==> src/rtl/nibble_serial_add_sub_if.sv <==
// Handshake/data bundle for nibble_serial_add_sub.
//   in_valid/in_ready : operand handshake (a, b, sub)
//   out_valid/out_ready : result handshake (result, cout, ovf)
//   busy : block is computing or holding a result
// master = operand producer / result consumer; slave = the adder.
interface nibble_serial_add_sub_if #(
  parameter int unsigned WIDTH = 16
);
  logic             in_valid;
  logic             in_ready;
  logic [WIDTH-1:0] a;
  logic [WIDTH-1:0] b;
  logic             sub;
  logic             out_valid;
  logic             out_ready;
  logic [WIDTH-1:0] result;
  logic             cout;
  logic             ovf;
  logic             busy;

  modport master (
    output in_valid, a, b, sub, out_ready,
    input  in_ready, out_valid, result, cout, ovf, busy
  );

  modport slave (
    input  in_valid, a, b, sub, out_ready,
    output in_ready, out_valid, result, cout, ovf, busy
  );
endinterface

==> src/rtl/nibble_serial_add_sub.sv <==
// Nibble-serial WIDTH-bit adder/subtractor. Operands are captured on an
// in_valid/in_ready handshake, then one 4-bit nibble per clock is added
// (LSB first) with the carry held between cycles. Result, carry and signed
// overflow are presented on an out_valid/out_ready handshake.
// Ports:
//   clk  : rising-edge clock
//   rst  : asynchronous active-high reset
//   bus  : nibble_serial_add_sub_if slave modport (handshakes, operands,
//          result, flags, busy)
module nibble_serial_add_sub #(
  parameter int unsigned WIDTH = 16
) (
  input logic                      clk,
  input logic                      rst,
  nibble_serial_add_sub_if.slave   bus
);
  localparam int unsigned N    = WIDTH / 4;
  localparam int unsigned IdxW = (N > 1) ? $clog2(N) : 1;
  localparam logic [IdxW-1:0] LastIdx = IdxW'(N - 1);

  typedef enum logic [1:0] {StIdle, StCalc, StDone} state_e;

  state_e           state_q;
  logic [WIDTH-1:0] a_q;
  logic [WIDTH-1:0] bx_q;      // B, already inverted for subtract
  logic             carry_q;
  logic [IdxW-1:0]  idx_q;
  logic [WIDTH-1:0] result_q;
  logic             cout_q;
  logic             ovf_q;
  logic             out_valid_q;

  // 4-bit slice: nibble of A + nibble of inverted B + carry.
  logic [3:0] a_nib;
  logic [3:0] b_nib;
  logic [4:0] slice_sum;

  always_comb begin
    a_nib     = a_q[4*idx_q +: 4];
    b_nib     = bx_q[4*idx_q +: 4];
    slice_sum = {1'b0, a_nib} + {1'b0, b_nib} + {4'b0000, carry_q};
  end

  always_ff @(posedge clk or posedge rst) begin
    if (rst) begin
      state_q     <= StIdle;
      a_q         <= '0;
      bx_q        <= '0;
      carry_q     <= 1'b0;
      idx_q       <= '0;
      result_q    <= '0;
      cout_q      <= 1'b0;
      ovf_q       <= 1'b0;
      out_valid_q <= 1'b0;
    end else begin
      case (state_q)
        StIdle: begin
          // in_ready is simply "idle and not in reset" here.
          if (bus.in_valid) begin
            a_q      <= bus.a;
            bx_q     <= bus.b ^ {WIDTH{bus.sub}};
            carry_q  <= bus.sub;   // +1 completes the two's complement
            idx_q    <= '0;
            result_q <= '0;
            state_q  <= StCalc;
          end
        end
        StCalc: begin
          result_q[4*idx_q +: 4] <= slice_sum[3:0];
          carry_q                <= slice_sum[4];
          if (idx_q == LastIdx) begin
            cout_q      <= slice_sum[4];
            // Operands of like sign producing a result of the other sign.
            ovf_q       <= (a_q[WIDTH-1] == bx_q[WIDTH-1]) &
                           (slice_sum[3] != a_q[WIDTH-1]);
            out_valid_q <= 1'b1;
            state_q     <= StDone;
          end else begin
            idx_q <= idx_q + 1'b1;
          end
        end
        StDone: begin
          if (bus.out_ready) begin
            out_valid_q <= 1'b0;
            state_q     <= StIdle;
          end
        end
        default: state_q <= StIdle;
      endcase
    end
  end

  assign bus.in_ready  = (state_q == StIdle) & ~rst;
  assign bus.busy      = (state_q != StIdle);
  assign bus.out_valid = out_valid_q;
  assign bus.result    = result_q;
  assign bus.cout      = cout_q;
  assign bus.ovf       = ovf_q;
endmodule

==> src/flat_wrapper.sv <==
// flat-port wrapper written by rule: the top's interface ports become plain ports
module nibble_serial_add_sub_flat 
#(
  parameter int unsigned WIDTH = 16
)
  (clk, rst, bus_in_valid, bus_a, bus_b, bus_sub, bus_out_ready, bus_in_ready, bus_out_valid, bus_result, bus_cout, bus_ovf, bus_busy);
  nibble_serial_add_sub_if #(.WIDTH(WIDTH)) bus_i ();
  input logic clk;
  input logic rst;
  input wire logic [$bits(bus_i.in_valid)-1:0] bus_in_valid;
  input wire logic [$bits(bus_i.a)-1:0] bus_a;
  input wire logic [$bits(bus_i.b)-1:0] bus_b;
  input wire logic [$bits(bus_i.sub)-1:0] bus_sub;
  input wire logic [$bits(bus_i.out_ready)-1:0] bus_out_ready;
  output wire logic [$bits(bus_i.in_ready)-1:0] bus_in_ready;
  output wire logic [$bits(bus_i.out_valid)-1:0] bus_out_valid;
  output wire logic [$bits(bus_i.result)-1:0] bus_result;
  output wire logic [$bits(bus_i.cout)-1:0] bus_cout;
  output wire logic [$bits(bus_i.ovf)-1:0] bus_ovf;
  output wire logic [$bits(bus_i.busy)-1:0] bus_busy;
  assign bus_i.in_valid = bus_in_valid;
  assign bus_i.a = bus_a;
  assign bus_i.b = bus_b;
  assign bus_i.sub = bus_sub;
  assign bus_i.out_ready = bus_out_ready;
  assign bus_in_ready = bus_i.in_ready;
  assign bus_out_valid = bus_i.out_valid;
  assign bus_result = bus_i.result;
  assign bus_cout = bus_i.cout;
  assign bus_ovf = bus_i.ovf;
  assign bus_busy = bus_i.busy;
  nibble_serial_add_sub #(.WIDTH(WIDTH)) u_core (.clk(clk), .rst(rst), .bus(bus_i));
endmodule
==> config.mk <==
export PLATFORM = sky130hd
export DESIGN_NAME = nibble_serial_add_sub_flat
export DESIGN_NICKNAME = d
export VERILOG_FILES = /design/src/rtl/nibble_serial_add_sub_if.sv /design/src/rtl/nibble_serial_add_sub.sv /design/src/flat_wrapper.sv
export SDC_FILE = /design/constraint.sdc
export NUM_CORES = 1
export LEC_CHECK = 0
export BUFFER_PORTS_ARGS = -buffer_cell sky130_fd_sc_hd__buf_4
export CORE_MARGIN = 10
export CORE_UTILIZATION = 56
export CTS_BUF_LIST = sky130_fd_sc_hd__clkbuf_8
export DETAILED_ROUTE_END_ITERATION = 8
export PLACE_DENSITY = 0.84
export SETUP_SLACK_MARGIN = 0.4
export SLEW_MARGIN = 20
export SYNTH_ARGS = -nofsm -noshare
export SYNTH_HDL_FRONTEND = slang
export SYNTH_SLANG_ARGS = --single-unit
==> constraint.sdc <==
create_clock -name clk -period 2.7 [get_ports clk]
set_input_delay 0.27 -clock clk [delete_from_list [all_inputs] [get_ports clk]]
set_output_delay 0.27 -clock clk [all_outputs]
set_load 0.01 [all_outputs]
* Word-level counts from Yosys, hierarchy flattened
Index checks and enable logic that the tools add are counted.
** Operators by class
- Divide/modulo/power cells :: 0
- Magnitude comparators :: 0
- Shifts and indexed selects :: 4
- Bitwise gates (word level) :: 4
- Multiplexer cells :: 15
- Eq/ne operators :: 9
- Multiply operators :: 0
- Reductions and logical operators :: 10
- $add $sub $neg :: 4
** Operator list (number)
- 4-bit negation with 34-bit output :: 1
- 4-bit by 34-bit variable shift with 16-bit output (first input constant) :: 1
- 4-bit by 34-bit variable part select with 16-bit output :: 1
- 16-bit case mux with 2 select lines :: 1
- 16-bit by 5-bit variable part select with 4-bit output :: 2
- 16-bit bitwise mux :: 1
- 16-bit 2-to-1 mux :: 1
- 16-bit XOR :: 1
- 2-bit 2-to-1 mux :: 5
- 3-bit AND reduction :: 3
- 2-bit inequality test (second input constant) :: 3
- 2-bit case mux with 3 select lines :: 1
- 2-bit AND reduction :: 3
- 2-bit nonzero test :: 3
- 4-bit by 4-bit adder with 5-bit output :: 1
- 5-bit by 1-bit adder with 5-bit output :: 1
- 2-bit equality test (second input constant) :: 2
- 1-bit case mux with 2 select lines :: 2
- 2-bit case mux with 2 select lines :: 1
- 1-bit 2-to-1 mux :: 3
- 2-bit by 1-bit adder with 2-bit output (second input constant) :: 1
- 1-bit bitwise AND :: 2
- 2-bit by 1-bit equality test with 1-bit output (second input constant) :: 1
- 2-bit logical NOT :: 1
- other kinds (4) :: 4
** Storage, ports and cells
- Output and inout port bits :: 21
- Word-level logic and storage cells :: 55
- Bits in registers :: 56
- Bits of input ports :: 37
- Memories kept :: 0
- RAM bits :: 0
- Bits in latches :: 0
- Memory bits (read-only) :: 0

* Longest topological paths before layout
Gate-level depths: netlist (run 1).
- Word-level depth :: 6
- Depth in mapped cells :: 9
- Depth with buffers taken out :: 8

* Worst setup path before layout (run 1)
OpenSTA, ideal clock, no wires.
- Path type :: flip-flop to flip-flop
- Start point :: register u_core.idx_q[0]
- End point :: register u_core.ovf_q, in the netlist u_core.bus.ovf
- Period minus slack after synthesis :: 2.485 ns
- Library setup time :: 0.082 ns
- Path slack :: 0.215 ns
- Path buffers :: 1
- Cell stages (with the launch flop) :: 8
- Data required time :: 2.618 ns
- Arrival time :: 2.403 ns
- Path through :: dfrtp_1 -> buf_4 -> mux4_2 -> ha_1 -> a21oi_1 -> a21oi_1 -> or4_1 -> a31oi_1
** Between the ends
- Word-level cells in the longest chain between the ends :: 5
- Elaborated cells between the ends (all ways) :: 8
- Classes of those cells :: 2 x add/sub; 2 x eq/ne; 2 x shift; 1 x bitwise; 1 x reduce/logical
** Ends and longest elaborated chain
- from (decl) :: line nibble_serial_add_sub.sv:27 : logic [IdxW-1:0] idx_q;
- from (signal assigned) :: line nibble_serial_add_sub.sv:79 : idx_q <= idx_q + 1'b1;
- 16-bit by 5-bit variable part select with 4-bit output, on equally long branches :: line nibble_serial_add_sub.sv:39, nibble_serial_add_sub.sv:40
- 4-bit by 4-bit adder with 5-bit output :: line nibble_serial_add_sub.sv:41 : slice_sum = {1'b0, a_nib} + {1'b0, b_nib} + {4'b0000, carry_q};
- 5-bit by 1-bit adder with 5-bit output :: line nibble_serial_add_sub.sv:41
- 1-bit inequality test :: line nibble_serial_add_sub.sv:75 : (slice_sum[3] != a_q[WIDTH-1]);
- 1-bit bitwise AND :: line nibble_serial_add_sub.sv:74 : ovf_q <= (a_q[WIDTH-1] == bx_q[WIDTH-1]) &
- to (signal assigned) :: line nibble_serial_add_sub.sv:74
- to (decl) :: line nibble_serial_add_sub.sv:30 : logic ovf_q;
Parallel ways exist; a longest one is shown, timed or not.
A chain may end at the register's enable or synchronous reset.

* Final worst setup path (run 1)
Same ends and word-level chain as after synthesis.

==> results of run 1 <==
[cell usage after synthesis, drive strengths merged, types with 2 or more instances]
library cell / n
xnor2: 16
a21oi: 22
o21ai: 10
ha: 7
clkbuf: 2
nor2: 25
nand2: 14
a21o: 6
nand2b: 2
a22o: 11
nand3: 2
fa: 2
nor2b: 3
mux2: 17
buf: 9
mux4: 8
inv: 13
and3: 2
dfrtp: 56
[routing by layer]
| layer | global-route usage [%] | part of all wire [%] | up-vias |
|---|---|---|---|
| li1 | - | - | 958 |
| met2 | 27.12 | 52 | 62 |
| met1 | 17.44 | 42 | 1034 |
| met4 | 6.631 | 2.4 | 0 |
| met5 | 0 | 0 | - |
| met3 | 3.990 | 4.1 | 14 |
[per-stage QoR]
stage	hold slack (ns)	cells	area [um2]	util, %
finish	0.1788	372	3508	74.28
detailed placement	0.2837	352	3227	68.32
global route	0.1764	372	3508	74.28
global placement	0.2776	352	3227	68.32
CTS	0.1792	371	3447	72.98
floorplan	0.4216	237	2766	-
[cells by family (layout without fill, tap and decap cells)]
kind of cell               Yosys count  count (layout)  share of synthesized area, %
and+or+nand+nor                     53              53                         8.871
buffers and inverters               24              92                         4.070
AOI/OAI and AO/OA                   53              53                         12.16
DFF                                 56              56                         51.21
xor gates and xnor gates            17              17                         5.441
adders and majority gates            9               9                         4.664
muxes                               25              25                         13.58
[power breakdown]
part | total, mW | switching [mW] | leakage [nW] | internal, mW
Clock | 0.466 | 0.264 | 0.0538 | 0.202
Sequential | 1.55 | 0.323 | 0.675 | 1.23
Combinational | 3.13 | 1.54 | 0.870 | 1.59
Total | 5.15 | 2.13 | 1.60 | 3.02
[worst max path at each step]
stage	end	cells past startpoint	slack [ns]
2_1_floorplan	u_core.carry_q	9	0.37
3_3_place_gp	u_core.carry_q	8	0.25
3_5_place_dp	u_core.carry_q	8	0.16
4_1_cts	u_core.carry_q	8	0.32
5_1_grt	u_core.bus.ovf	7	0.17
6_report	u_core.bus.ovf	7	0.25
[flip-flops by register name, indices dropped and copies added (netlist names)]
signal / count
u_core.a_q: 16
u_core.carry_q: 1
u_core.bus.cout: 1
u_core.bus.result: 16
u_core.bx_q: 16
u_core.bus.out_valid: 1
u_core.bus.ovf: 1
u_core.state_q: 2
u_core.idx_q: 2
[final cells by class]
cell class | count | share of cell area [%]
sequential | 56 | 40.09
clock inverter | 2 | 0.2140
tap | 67 | 2.389
clock buffer | 6 | 2.354
timing repair buffer | 71 | 15.69
inverter | 13 | 1.391
multi-input combinational | 157 | 37.87
[worst reg2reg max path: cells and delay by family (launching register included)]
| family | cells | cell delay (ns) |
|---|---|---|
| flip-flops | 1 | 0.52 |
| multiplexers | 1 | 0.55 |
| AO/OA/AOI/OAI | 1 | 0.18 |
| AND/OR/NAND/NOR | 3 | 0.67 |
| buffers and inverters | 1 | 0.15 |
| adder cells (fa/ha/maj) | 1 | 0.29 |
[what timing repair did]
action | 4_1_cts | 5_1_grt
endpoints found under the hold margin | 18 | 0
pin swaps | 10 | 10
setup endpoints to repair | 15 | 15
hold buffers | 1 | 0
setup buffers | 10 | 1
resized for setup | 12 | 16
==> results.py, run 1 <==
metrics = {
    "drt": {
        "wire_per_inst_um": 17.28,
        "drc": 0,
        "viasPerCell": 5.559,
        "antenna_left": 0,
        "drtIter0Drc": 87,
        "vias": 2068,
        "drt_first_pass_iters": 4,
        "wirelength_um": 6430,
    },
    "critical_path": {
        "r2r_setup_slack_ns": 0.25,
        "crit_buf_inv": 1,
        "worstSetupEndpointType": "flip-flop",
        "timing.rr.end": "u_core.bus.ovf",
        "cp-start-kind": "flip-flop",
        "cp_slowest_cell": "mux4_2",
        "crit_arrival_ns": 2.68,
        "startpoint": "u_core.idx_q[0]",
        "max_stage_delay_ns": 0.55,
        "cp.required_ns": 2.93,
        "path_cells": "buf_6 -> mux4_2 -> ha_4 -> nand3_2 -> and3_4 -> or4_1 -> a31oi_1",
        "cp_top_family": "simple AND/OR/NAND/NOR gates",
        "r2r_cells": 7,
        "r2r_start": "u_core.idx_q[0]",
        "path_class": "flip-flop to flip-flop",
        "worstPathMaxFanout": 7,
    },
    "layout": {
        "layout_commonest_cell": "buf_4",
        "seqCellArea_um2": 1406,
        "layout_common_cells": "66 x buf_4, 54 x dfrtp_1, 24 x nor2_1, 19 x a21oi_1, 17 x mux2_2",
        "syn2layout_area_growth_pct": 28.21,
        "diodes": 0,
        "nFillCells": 331,
        "multi_input_area_um2": 1329,
        "layout.nets": 350,
        "drive_gt1_share_pct": 40.00,
    },
    "timing": {
        "fin_crit_ns": 2.451,
        "slew_viol_final": 0,
        "finalCritPeriodShare_pct": 90.77,
        "setup-violations-final": 0,
        "finalSetupTns_ns": 0,
        "clock_skew_ns": 0.009792,
        "hold_violations": 0,
        "relSlewSlack_pct": 55.67,
        "fin_ws_ns": 0.2491,
        "rsz0062_at_grt": "yes",
        "tightest_slew_ns": 0.6634,
        "fmax_mhz": 408.0,
    },
    "run": {
        "cap_viol_max_count": 0,
    },
    "logic_synthesis": {
        "synthTopCellsByArea": "dfrtp_1 51%, mux2_2 7.0%, mux4_2 6.6%, xnor2_1 5.1%, a21oi_1 4.0%",
        "yosysTopAreaCell": "dfrtp_1",
        "ys_async_sr_fraction_pct": 100.0,
        "ys_ff_latch": 56,
        "netlist_area_um2": 2736,
        "ys_types": 32,
        "synthCells": 237,
        "postSynthAreaPerCell_um2": 11.55,
        "syn-num-nets": 283,
        "yosysSeqAreaShare_pct": 51.21,
        "ys.warnings.count": 0,
        "synth-edff-count": 0,
        "synth_top_area_share_pct": 51.21,
        "synth-main-ff-cell": "dfrtp_1",
    },
    "global_routing": {
        "antenna_found_initial": 0,
        "grt_pass1_vias": 2226,
        "grt_pass1_wl_um": 10540,
        "gr-total-overflow": 0,
        "grt_max_degree": 39,
        "grt_usage_pct": 15.51,
    },
    "hold_path": {
        "min_path_cells": 2,
        "min-delay-start": "bus_a[12]",
        "min_path_type": "input pin to flip-flop",
        "hold_path_end": "u_core.a_q[12]",
    },
    "placement": {
        "dpl.hpwl_um": 4330,
        "globalplace.congestion": 0.8255,
        "io_buffers": 57,
        "pre_cts_slack_ns": 0.1607,
    },
    "power_and_ir_drop": {
        "leakage_nw": 1.599,
        "finalPower_mw": 5.146,
        "ir_worst_vdd_v": 0.0008417,
        "powerDensity_nw_per_um2": 1467,
    },
    "floorplanning": {
        "start_util_pct": 57.93,
        "design.die.area_um2": 8082,
        "fp.dieW_um": 89.90,
        "io_pins": 58,
        "coreArea_um2": 4723,
        "die_h_um": 89.90,
        "rows": 25,
    },
    "clocking": {
        "clkTransAtPathRegs_ns": 0.10,
        "cts_buffers": 5,
        "cts.path.max_buffers": 2,
        "cts_tree": "done",
        "htree_levels": 2,
        "clock_latency_ns": 0.31,
        "clock-sinks": 56,
        "cts_root_buf": "clkbuf_8",
    },
    "run_status": {
        "status": "completed",
    },
}
(Power assumes the default switching activity.)
==> inputs of run 2 (changes only) <==
Settings changed: RECOVER_POWER from default to 50.
==> results.py, run 2 (synthesis results as in run 1) <==
metrics = {
    "clocking": {
        "clock-sinks": 56,
        "cts_root_buf": "clkbuf_8",
        "cts_buffers": 5,
        "htree_levels": 2,
        "cts.path.max_buffers": 2,
        "clkTransAtPathRegs_ns": 0.10,
        "clock_latency_ns": 0.31,
        "cts_tree": "done",
    },
    "hold_path": {
        "min_path_type": "input pin to flip-flop",
        "min-delay-start": "bus_a[12]",
    },
    "drt": {
        "wirelength_um": 6488,
        "drt_first_pass_iters": 4,
        "highest_layer": "met4",
        "drc": 0,
        "drtIter0Drc": 103,
        "viasPerCell": 5.548,
        "m1WireLength_um": 2742,
        "wire_per_inst_um": 17.44,
        "vias": 2064,
        "wl_met2_um": 3318,
        "antenna_left": 0,
        "wl_met3_um": 264,
    },
    "floorplanning": {
        "die_h_um": 89.90,
        "fp.dieW_um": 89.90,
        "rows": 25,
        "coreArea_um2": 4723,
        "io_pins": 58,
        "design.die.area_um2": 8082,
        "start_util_pct": 57.93,
    },
    "critical_path": {
        "worstSetupEndpointType": "flip-flop",
        "startpoint": "u_core.idx_q[0]",
        "crit_buf_inv": 1,
        "r2r_start": "u_core.idx_q[0]",
        "path_class": "flip-flop to flip-flop",
        "cp-start-kind": "flip-flop",
        "cp_slowest_cell": "mux4_2",
        "path_cells": "buf_6 -> mux4_2 -> ha_4 -> nand3_2 -> and3_4 -> or4_1 -> a31oi_1",
        "cp.required_ns": 2.93,
        "worstPathMaxFanout": 7,
        "cp_top_family": "simple AND/OR/NAND/NOR gates",
        "crit_arrival_ns": 2.68,
        "max_stage_delay_ns": 0.55,
    },
    "timing": {
        "slew_viol_final": 0,
        "setup-violations-final": 0,
        "fmax_mhz": 408.3,
        "rsz0062_at_grt": "yes",
        "fin_crit_ns": 2.449,
        "finalCritPeriodShare_pct": 90.70,
        "relSlewSlack_pct": 38.57,
        "clock_skew_ns": 0.009886,
        "finalSetupTns_ns": 0,
        "hold_violations": 0,
        "tightest_slew_ns": 0.9214,
    },
    "power_and_ir_drop": {
        "power.internal_mw": 2.940,
        "switchingPower_mw": 2.129,
        "leakage_nw": 1.522,
        "combPwrFrac_pct": 60.3,
        "finalPower_mw": 5.069,
        "pwr-share-clk_pct": 9.2,
        "netSwitchingFraction_pct": 42.00,
        "ir_worst_vdd_v": 0.0008396,
        "power_frac_seq_pct": 30.5,
        "powerDensity_nw_per_um2": 1476,
    },
    "layout": {
        "layout.nets": 350,
        "layout_common_cells": "54 x dfrtp_1, 45 x buf_4, 24 x nor2_1, 19 x a21oi_1, 19 x clkbuf_1",
        "diodes": 0,
        "nFillCells": 353,
        "instances_no_fill": 372,
        "drive_gt1_share_pct": 33.44,
        "syn2layout_area_growth_pct": 25.51,
        "seqCellArea_um2": 1406,
        "multi_input_area_um2": 1329,
        "layout_commonest_cell": "dfrtp_1",
    },
    "placement": {
        "io_buffers": 57,
        "dpl.hpwl_um": 4330,
        "dp.cells": 352,
        "globalplace.congestion": 0.8255,
    },
    "run": {
        "cap_viol_max_count": 0,
    },
    "global_routing": {
        "grt_pass1_wl_um": 10540,
        "grt_max_degree": 39,
        "grt_pass1_vias": 2226,
        "gr-total-overflow": 0,
        "grt_usage_pct": 15.51,
        "antenna_found_initial": 0,
    },
    "run_status": {
        "status": "completed",
    },
}
[run 2: power by group through the flow]
stage / sequential [mW] / clock (mW) / combinational, mW
2_1_floorplan: 1.45 / 0 / 1.73
3_5_place_dp: 1.57 / 0 / 2.31
5_1_grt: 1.60 / 0.503 / 3.31
3_3_place_gp: 1.55 / 0 / 2.20
4_1_cts: 1.53 / 0.472 / 2.73
6_report: 1.55 / 0.464 / 3.06
[run 2: final timing paths]
check / end / slack, ns / depth (start not counted)
worst min-delay path: u_core.a_q[12] / 0.18 / 2
worst min register to register: u_core.bus.result[6] / 0.50 / 2
min in group asynchronous: u_core.idx_q[0] / 0.63 / 3
worst max-delay path: u_core.bus.ovf / 0.25 / 7
worst max register to register: u_core.bus.ovf / 0.25 / 7
max in group asynchronous: u_core.a_q[11] / 0.73 / 4
[run 2: routing by layer]
layer  up-vias  global-route usage, %
met5         -                      0
met4         0                  6.631
met3        15                  3.990
met2        63                  27.12
met1      1028                  17.44
li1        958                      -
[run 2: layout make-up]
type / count / area share, %
Inverter: 13 / 1.421
Multi-Input combinational cell: 157 / 38.69
Tap cell: 67 / 2.441
Timing Repair Buffer: 71 / 13.88
Clock inverter: 2 / 0.2186
Sequential cell: 56 / 40.95
Clock buffer: 6 / 2.404
[run 2: through the flow]
step	hold slack, ns	instance area, um2	util, %	setup WS, ns
after floorplan	0.4216	2766	-	0.3738
after global placement	0.2776	3227	68.32	0.2481
after detailed placement	0.2837	3227	68.32	0.1607
after CTS	0.1792	3447	72.98	0.3199
after global routing	0.1764	3435	72.72	0.1687
final	0.1790	3435	72.72	0.2510
[run 2: what timing repair did]
action,in CTS,in global routing
pin swaps,10,10
buffers inserted,10,1
hold buffers,1,0
resized for setup,12,16
endpoints found under the setup margin,15,15
hold endpoints to repair,18,0
